--- src/rtl/rx_seq_pkg.sv ---
// rtl/rx_seq_pkg.sv - shared types, encodings and default timings for the RX/BPF power sequencer
`timescale 1ns/1ps
package rx_seq_pkg;

    typedef enum logic [2:0] {
        ST_IDLE       = 3'd0,
        ST_LNA_ON     = 3'd1,
        ST_BPF_SETTLE = 3'd2,
        ST_BPF_CAL    = 3'd3,
        ST_BPF_RESET  = 3'd4,
        ST_READY      = 3'd5,
        ST_FAULT      = 3'd6
    } seq_state_e;

    typedef enum logic [1:0] {
        FC_NONE     = 2'd0,
        FC_CAL_TMO  = 2'd1,
        FC_RDY_LOST = 2'd2
    } fault_code_e;

    localparam int unsigned T_LNA_CYC_DEF     = 10;
    localparam int unsigned T_SETTLE_CYC_DEF  = 10;
    localparam int unsigned T_CAL_TMO_CYC_DEF = 60;
    localparam int unsigned MAX_RETRY_DEF     = 2;
    localparam int unsigned CNT_W_DEF         = 8;

    typedef struct packed {
        logic pu_lna;
        logic pu_bpf;
        logic cal_bpf;
        logic rx_ready;
        logic fault;
    } seq_outs_t;

    // Moore output decode shared by the output registers
    function automatic seq_outs_t decode_outs(input seq_state_e st);
        seq_outs_t o;
        o = '0;
        case (st)
            ST_LNA_ON:     o.pu_lna = 1'b1;
            ST_BPF_SETTLE: begin o.pu_lna = 1'b1; o.pu_bpf = 1'b1; end
            ST_BPF_CAL:    begin o.pu_lna = 1'b1; o.pu_bpf = 1'b1; o.cal_bpf = 1'b1; end
            ST_BPF_RESET:  o.pu_lna = 1'b1;
            ST_READY:      begin o.pu_lna = 1'b1; o.pu_bpf = 1'b1; o.rx_ready = 1'b1; end
            ST_FAULT:      o.fault = 1'b1;
            default:       o = '0;
        endcase
        return o;
    endfunction

endpackage

--- src/rtl/seq_timer.sv ---
// rtl/seq_timer.sv - loadable down-counter flagging expiry when the count reaches one
`timescale 1ns/1ps
module seq_timer #(
    parameter int unsigned CNT_W = 8
) (
    input  logic             CLK,
    input  logic             RST_N,
    input  logic             load,
    input  logic [CNT_W-1:0] load_val,
    output logic             expired
);

    logic [CNT_W-1:0] cnt;

    // Load on state entry, then count down; parks at zero so an unused timer never wraps
    always_ff @(posedge CLK or negedge RST_N) begin
        if (!RST_N) begin
            cnt <= '0;
        end else if (load) begin
            cnt <= load_val;
        end else if (cnt != '0) begin
            cnt <= cnt - CNT_W'(1);
        end
    end

    // A value of one marks the last cycle, so a load of T gives a T-cycle state
    assign expired = (cnt == CNT_W'(1));

endmodule

--- src/rtl/rx_bpf_pwr_seq.sv ---
// rtl/rx_bpf_pwr_seq.sv - LNA/BPF power-up and calibration sequencer with retry and sticky fault
`timescale 1ns/1ps
module rx_bpf_pwr_seq
    import rx_seq_pkg::*;
#(
    parameter int unsigned T_LNA_CYC     = T_LNA_CYC_DEF,
    parameter int unsigned T_SETTLE_CYC  = T_SETTLE_CYC_DEF,
    parameter int unsigned T_CAL_TMO_CYC = T_CAL_TMO_CYC_DEF,
    parameter int unsigned MAX_RETRY     = MAX_RETRY_DEF,
    parameter int unsigned CNT_W         = CNT_W_DEF
) (
    input  logic       CLK,
    input  logic       RST_N,
    input  logic       EN,
    input  logic       RDY_BPF,
    output logic       PU_LNA,
    output logic       PU_BPF,
    output logic       CAL_BPF,
    output logic       RX_READY,
    output logic       FAULT,
    output logic [1:0] FAULT_CODE,
    output logic [1:0] RETRY_CNT,
    output logic [2:0] STATE
);

    localparam logic [1:0] MAX_R = 2'(MAX_RETRY);

    seq_state_e       state, state_nxt;
    seq_outs_t        outs;
    fault_code_e      fault_code, code_nxt;
    logic [1:0]       retry_cnt, retry_nxt;
    logic             tmr_load;
    logic [CNT_W-1:0] tmr_val;
    logic             tmr_exp;

    seq_timer #(
        .CNT_W (CNT_W)
    ) u_timer (
        .CLK      (CLK),
        .RST_N    (RST_N),
        .load     (tmr_load),
        .load_val (tmr_val),
        .expired  (tmr_exp)
    );

    // Next state, timer loads, retry and fault-code updates; EN low overrides everything
    always_comb begin
        state_nxt = state;
        tmr_load  = 1'b0;
        tmr_val   = '0;
        retry_nxt = retry_cnt;
        code_nxt  = fault_code;
        if (!EN) begin
            state_nxt = ST_IDLE;
            retry_nxt = '0;
            code_nxt  = FC_NONE;
        end else begin
            case (state)
                ST_IDLE: begin
                    state_nxt = ST_LNA_ON;
                    tmr_load  = 1'b1;
                    tmr_val   = CNT_W'(T_LNA_CYC);
                    retry_nxt = '0;
                end
                ST_LNA_ON: begin
                    if (tmr_exp) begin
                        state_nxt = ST_BPF_SETTLE;
                        tmr_load  = 1'b1;
                        tmr_val   = CNT_W'(T_SETTLE_CYC);
                    end
                end
                ST_BPF_SETTLE: begin
                    if (tmr_exp) begin
                        state_nxt = ST_BPF_CAL;
                        tmr_load  = 1'b1;
                        tmr_val   = CNT_W'(T_CAL_TMO_CYC);
                    end
                end
                ST_BPF_CAL: begin
                    // ready takes precedence over a timeout in the same cycle
                    if (RDY_BPF) begin
                        state_nxt = ST_READY;
                    end else if (tmr_exp) begin
                        if (retry_cnt < MAX_R) begin
                            state_nxt = ST_BPF_RESET;
                        end else begin
                            state_nxt = ST_FAULT;
                            code_nxt  = FC_CAL_TMO;
                        end
                    end
                end
                ST_BPF_RESET: begin
                    // one-cycle PU_BPF drop reloads the BPF's internal cal counter
                    state_nxt = ST_BPF_SETTLE;
                    tmr_load  = 1'b1;
                    tmr_val   = CNT_W'(T_SETTLE_CYC);
                    if (retry_cnt < MAX_R) begin
                        retry_nxt = retry_cnt + 2'd1;
                    end
                end
                ST_READY: begin
                    if (!RDY_BPF) begin
                        state_nxt = ST_FAULT;
                        code_nxt  = FC_RDY_LOST;
                    end
                end
                ST_FAULT: begin
                    state_nxt = ST_FAULT;
                end
                default: begin
                    state_nxt = ST_IDLE;
                end
            endcase
        end
    end

    // State, registered Moore outputs, retry count and fault code
    always_ff @(posedge CLK or negedge RST_N) begin
        if (!RST_N) begin
            state      <= ST_IDLE;
            outs       <= '0;
            retry_cnt  <= '0;
            fault_code <= FC_NONE;
        end else begin
            state      <= state_nxt;
            outs       <= decode_outs(state_nxt);
            retry_cnt  <= retry_nxt;
            fault_code <= code_nxt;
        end
    end

    assign PU_LNA     = outs.pu_lna;
    assign PU_BPF     = outs.pu_bpf;
    assign CAL_BPF    = outs.cal_bpf;
    assign RX_READY   = outs.rx_ready;
    assign FAULT      = outs.fault;
    assign FAULT_CODE = fault_code;
    assign RETRY_CNT  = retry_cnt;
    assign STATE      = state;

endmodule

--- config.mk ---
export PLATFORM = sky130hd
export DESIGN_NAME = rx_bpf_pwr_seq
export DESIGN_NICKNAME = d
export VERILOG_FILES = /design/src/rtl/rx_seq_pkg.sv /design/src/rtl/seq_timer.sv /design/src/rtl/rx_bpf_pwr_seq.sv
export SDC_FILE = /design/constraint.sdc
export NUM_CORES = 1
export LEC_CHECK = 0
export BUFFER_PORTS_ARGS = -buffer_cell sky130_fd_sc_hd__buf_2
export CORE_ASPECT_RATIO = 0.7
export CORE_MARGIN = 8
export CORE_UTILIZATION = 50
export CTS_CLUSTER_DIAMETER = 200
export DETAILED_ROUTE_END_ITERATION = 8
export PLACE_DENSITY = 0.7
export SYNTH_ARGS = -nofsm -noshare
export SYNTH_HDL_FRONTEND = slang
export SYNTH_SLANG_ARGS = --single-unit
--- constraint.sdc ---
create_clock -name CLK -period 2.1 [get_ports CLK]
set_input_delay 0.63 -clock CLK [delete_from_list [all_inputs] [get_ports CLK]]
set_output_delay 0.63 -clock CLK [all_outputs]
set_load 0.01 [all_outputs]
==> flow_summary.yaml <==
run_status:
  outcome: "finished clean"
worst_hold_path:
  hold_class: "in2async"
critical_path:
  reg2reg_slack_ns: 0.14
  worst_setup_path_end_kind: "register"
  reg2reg_from: "u_timer.cnt[1]"
  critPathMaxFanout: 6
  timing.critical_path.from_type: "register"
  r2r-end: "FAULT"
  arrival_ns: 2.12
  cp.required_ns: 2.26
  reg2regPathDepth: 6
  worst-setup-path-type: "reg2reg"
  startpoint: "u_timer.cnt[1]"
sta:
  setup_violations: 0
  drv_slew: 0
  tightest_slew_ns: 0.5237
  tns_ns: 0
  post-route-period-util: 0.9333
  fmax_mhz: 510.2
  skew_ns: 0.001936
  period_needed_ns: 1.960
  max-slew-margin-rel: 0.6472
  grt_setup_unrepaired: "false"
  hold_violations: 0
floorplan:
  die_x_um: 75.91
  rows: 15
  die_height_um: 57.94
  core-area_mm2: 0.002421
  die_area_mm2: 0.004398
  initial_utilization: 0.5189
  pin_count: 16
synth:
  ys_async_sr_fraction: 1.000
  syn_inst: 130
  syn_area_mm2: 0.001256
  synth_edf_count: 0
  ys.flop_type: "dfrtp_1"
  avgSynthCellArea_um2: 9.663
  ys_ff_latch: 20
  syn-num-nets: 137
  seq_area_frac_synth: 0.3984
  yosys.area.top_type: "dfrtp_1"
  synthTopCellsByArea: "dfrtp_1 (40%), xor2_1 (4.2%), nor4_4 (3.4%), ha_1 (3.0%), nand3_1 (2.8%)"
  synth_top_area_share: 0.3984
  yosys_warnings: 0
  synth_cell_types: 47
route:
  drc: 0
  routed_wirelength_um: 2920
  wire_per_inst_um: 16.40
  vias: 1092
  ant_nets: 0
  drtIter0Drc: 95
  drt_first_pass_iters: 4
  drt-vias-per-instance: 6.135
pwr:
  pwr-share-clk: 0.123
  pwr_density_cell_mw_per_mm2: 1041
  power.share.combinational: 0.437
  power.internal_mw: 0.8207
  leakage_nw: 0.6098
  p_switching_mw: 0.6150
  swShare: 0.4284
  irDropWorstVdd_v: 0.0003994
  seqPwrFrac: 0.440
clocking:
  post-cts-setup-buffers: 0
  postCtsHoldBufs: 0
  clkSlewWorstSetupHoldPaths_ns: 0.10
  cts_buffer_depth: 2
  clockRootBuffer: "clkbuf_4"
  cts_made_buffers: 3
  clk_latency_ns: 0.29
  cts_num_sinks: 20
  cts_tree: "done"
  h-tree-depth: 1
global_route:
  antenna_found_initial: 0
  grt_util_all_layers: 0.1310
  grt_max_degree: 21
  grt_pass1_vias: 1004
  grt_remaining_overflow: 0
  grt_pass1_wl_um: 4781
place:
  gp_congestion: 0.8659
  io_buffers: 15
  dpl.hpwl_um: 2120
  post-place-cells: 175
finish:
  layout_common_cells: "dfrtp_1 (20), buf_2 (15), nor2_1 (9), nand3_1 (7)"
  n_antenna_cell: 0
  post_route_cells_drive_above_1_share: 0.2083
  fin_nets: 153
  layout_commonest_cell: "dfrtp_1"
  area_growth_pct: 9.761
  layout.cells.non_filler: 178
  fillers: 214
run:
  drv_cap: 0
-- per-stage QoR --
step,setup slack [ns],hold slack (ns),utilization,power (mW),instance area [µm²]
final,0.1401,0.2683,0.5695,1.436,1379
after global routing,0.04073,0.2878,0.5695,1.541,1379
after CTS,0.1602,0.2785,0.5654,1.419,1369
after detailed placement,0.1829,0.5472,0.5561,1.237,1346
after global placement,0.2312,0.5415,0.5561,1.217,1346
after floorplan,0.3534,0.3344,-,1.096,1256
-- layer usage --
metal / GRT usage / up-vias / part of all wire
met4: 0.02222 / 0 / 0.0048
met5: 0 / - / 0
met2: 0.1922 / 44 / 0.45
li1: - / 519 / -
met3: 0.03704 / 2 / 0.071
met1: 0.1864 / 527 / 0.47
-- flip-flops by register name, indices dropped and copies added, names as in the netlist --
| signal | count |
|---|---|
| u_timer.cnt | 8 |
| FAULT | 1 |
| FAULT_CODE | 2 |
| STATE | 3 |
| RX_READY | 1 |
| CAL_BPF | 1 |
| PU_BPF | 1 |
| PU_LNA | 1 |
| RETRY_CNT | 2 |
-- worst max-delay path, stage by stage, from the launching register on --
cell and delay [ns]:
dfrtp_1 0.45, inv_1 0.12, ha_1 0.26, or3b_2 0.52
nor4_4 0.17, o211a_1 0.24, nor3b_1 0.08
-- power groups by stage --
stage	Clock [mW]	Sequential (mW)	Combinational, mW
after global placement	0	0.624	0.594
after floorplan	0	0.580	0.516
after global routing	0.195	0.649	0.697
final	0.177	0.632	0.627
after CTS	0.182	0.622	0.615
after detailed placement	0	0.628	0.609
-- cells by family (layout without fill, tap and decap cells) --
logic type,Yosys count,after routing,synth area share
AND/OR/NAND/NOR,57,57,0.2898
AO/OA/AOI/OAI,33,33,0.1873
flip-flops,20,20,0.3984
buffers and inverters,10,24,0.04581
XOR/XNOR,7,7,0.04881
adder cells (fa/ha/maj),3,3,0.02988
-- Yosys cell counts (2+ instances only) --
| master | count |
|---|---|
| o211ai_1 | 3 |
| o21a_1 | 2 |
| nor3_1 | 6 |
| nor2_1 | 9 |
| a32o_1 | 2 |
| nor4_4 | 2 |
| nand2_1 | 6 |
| xor2_1 | 6 |
| a21oi_1 | 4 |
| ha_1 | 3 |
| nor4_1 | 2 |
| and4_1 | 2 |
| nor3b_1 | 4 |
| clkbuf_1 | 2 |
| o21ai_1 | 3 |
| or3_1 | 2 |
| o21ai_0 | 6 |
| inv_1 | 4 |
| nor2b_1 | 4 |
| nand3_1 | 7 |
| nand4_1 | 4 |
| dfrtp_1 | 20 |
| buf_6 | 2 |
| o31a_1 | 2 |
-- timing repair --
item                       CTS  global route
hold endpoints to repair     0             0
gates resized for setup      0             2
setup endpoints to repair    0             1
-- how the worst max path moves through the flow --
stage | endpoint | slack (ns)
global placement | FAULT | 0.23
detailed placement | PU_BPF | 0.18
floorplan | PU_BPF | 0.35
CTS | PU_BPF | 0.16
finish | FAULT | 0.14
global route | CAL_BPF | 0.04
-- cell type report --
cell class                      count  area, µm²  share of cell area
Clock buffer                        3      22.52             0.01633
Inverter                            4      15.01             0.01089
Multi-Input combinational cell    100      708.2              0.5136
Sequential cell                    20      500.5              0.3630
Tap cell                           34      42.54             0.03085
Timing Repair Buffer               17      90.09             0.06534
Power figures use the tool's default switching activity.
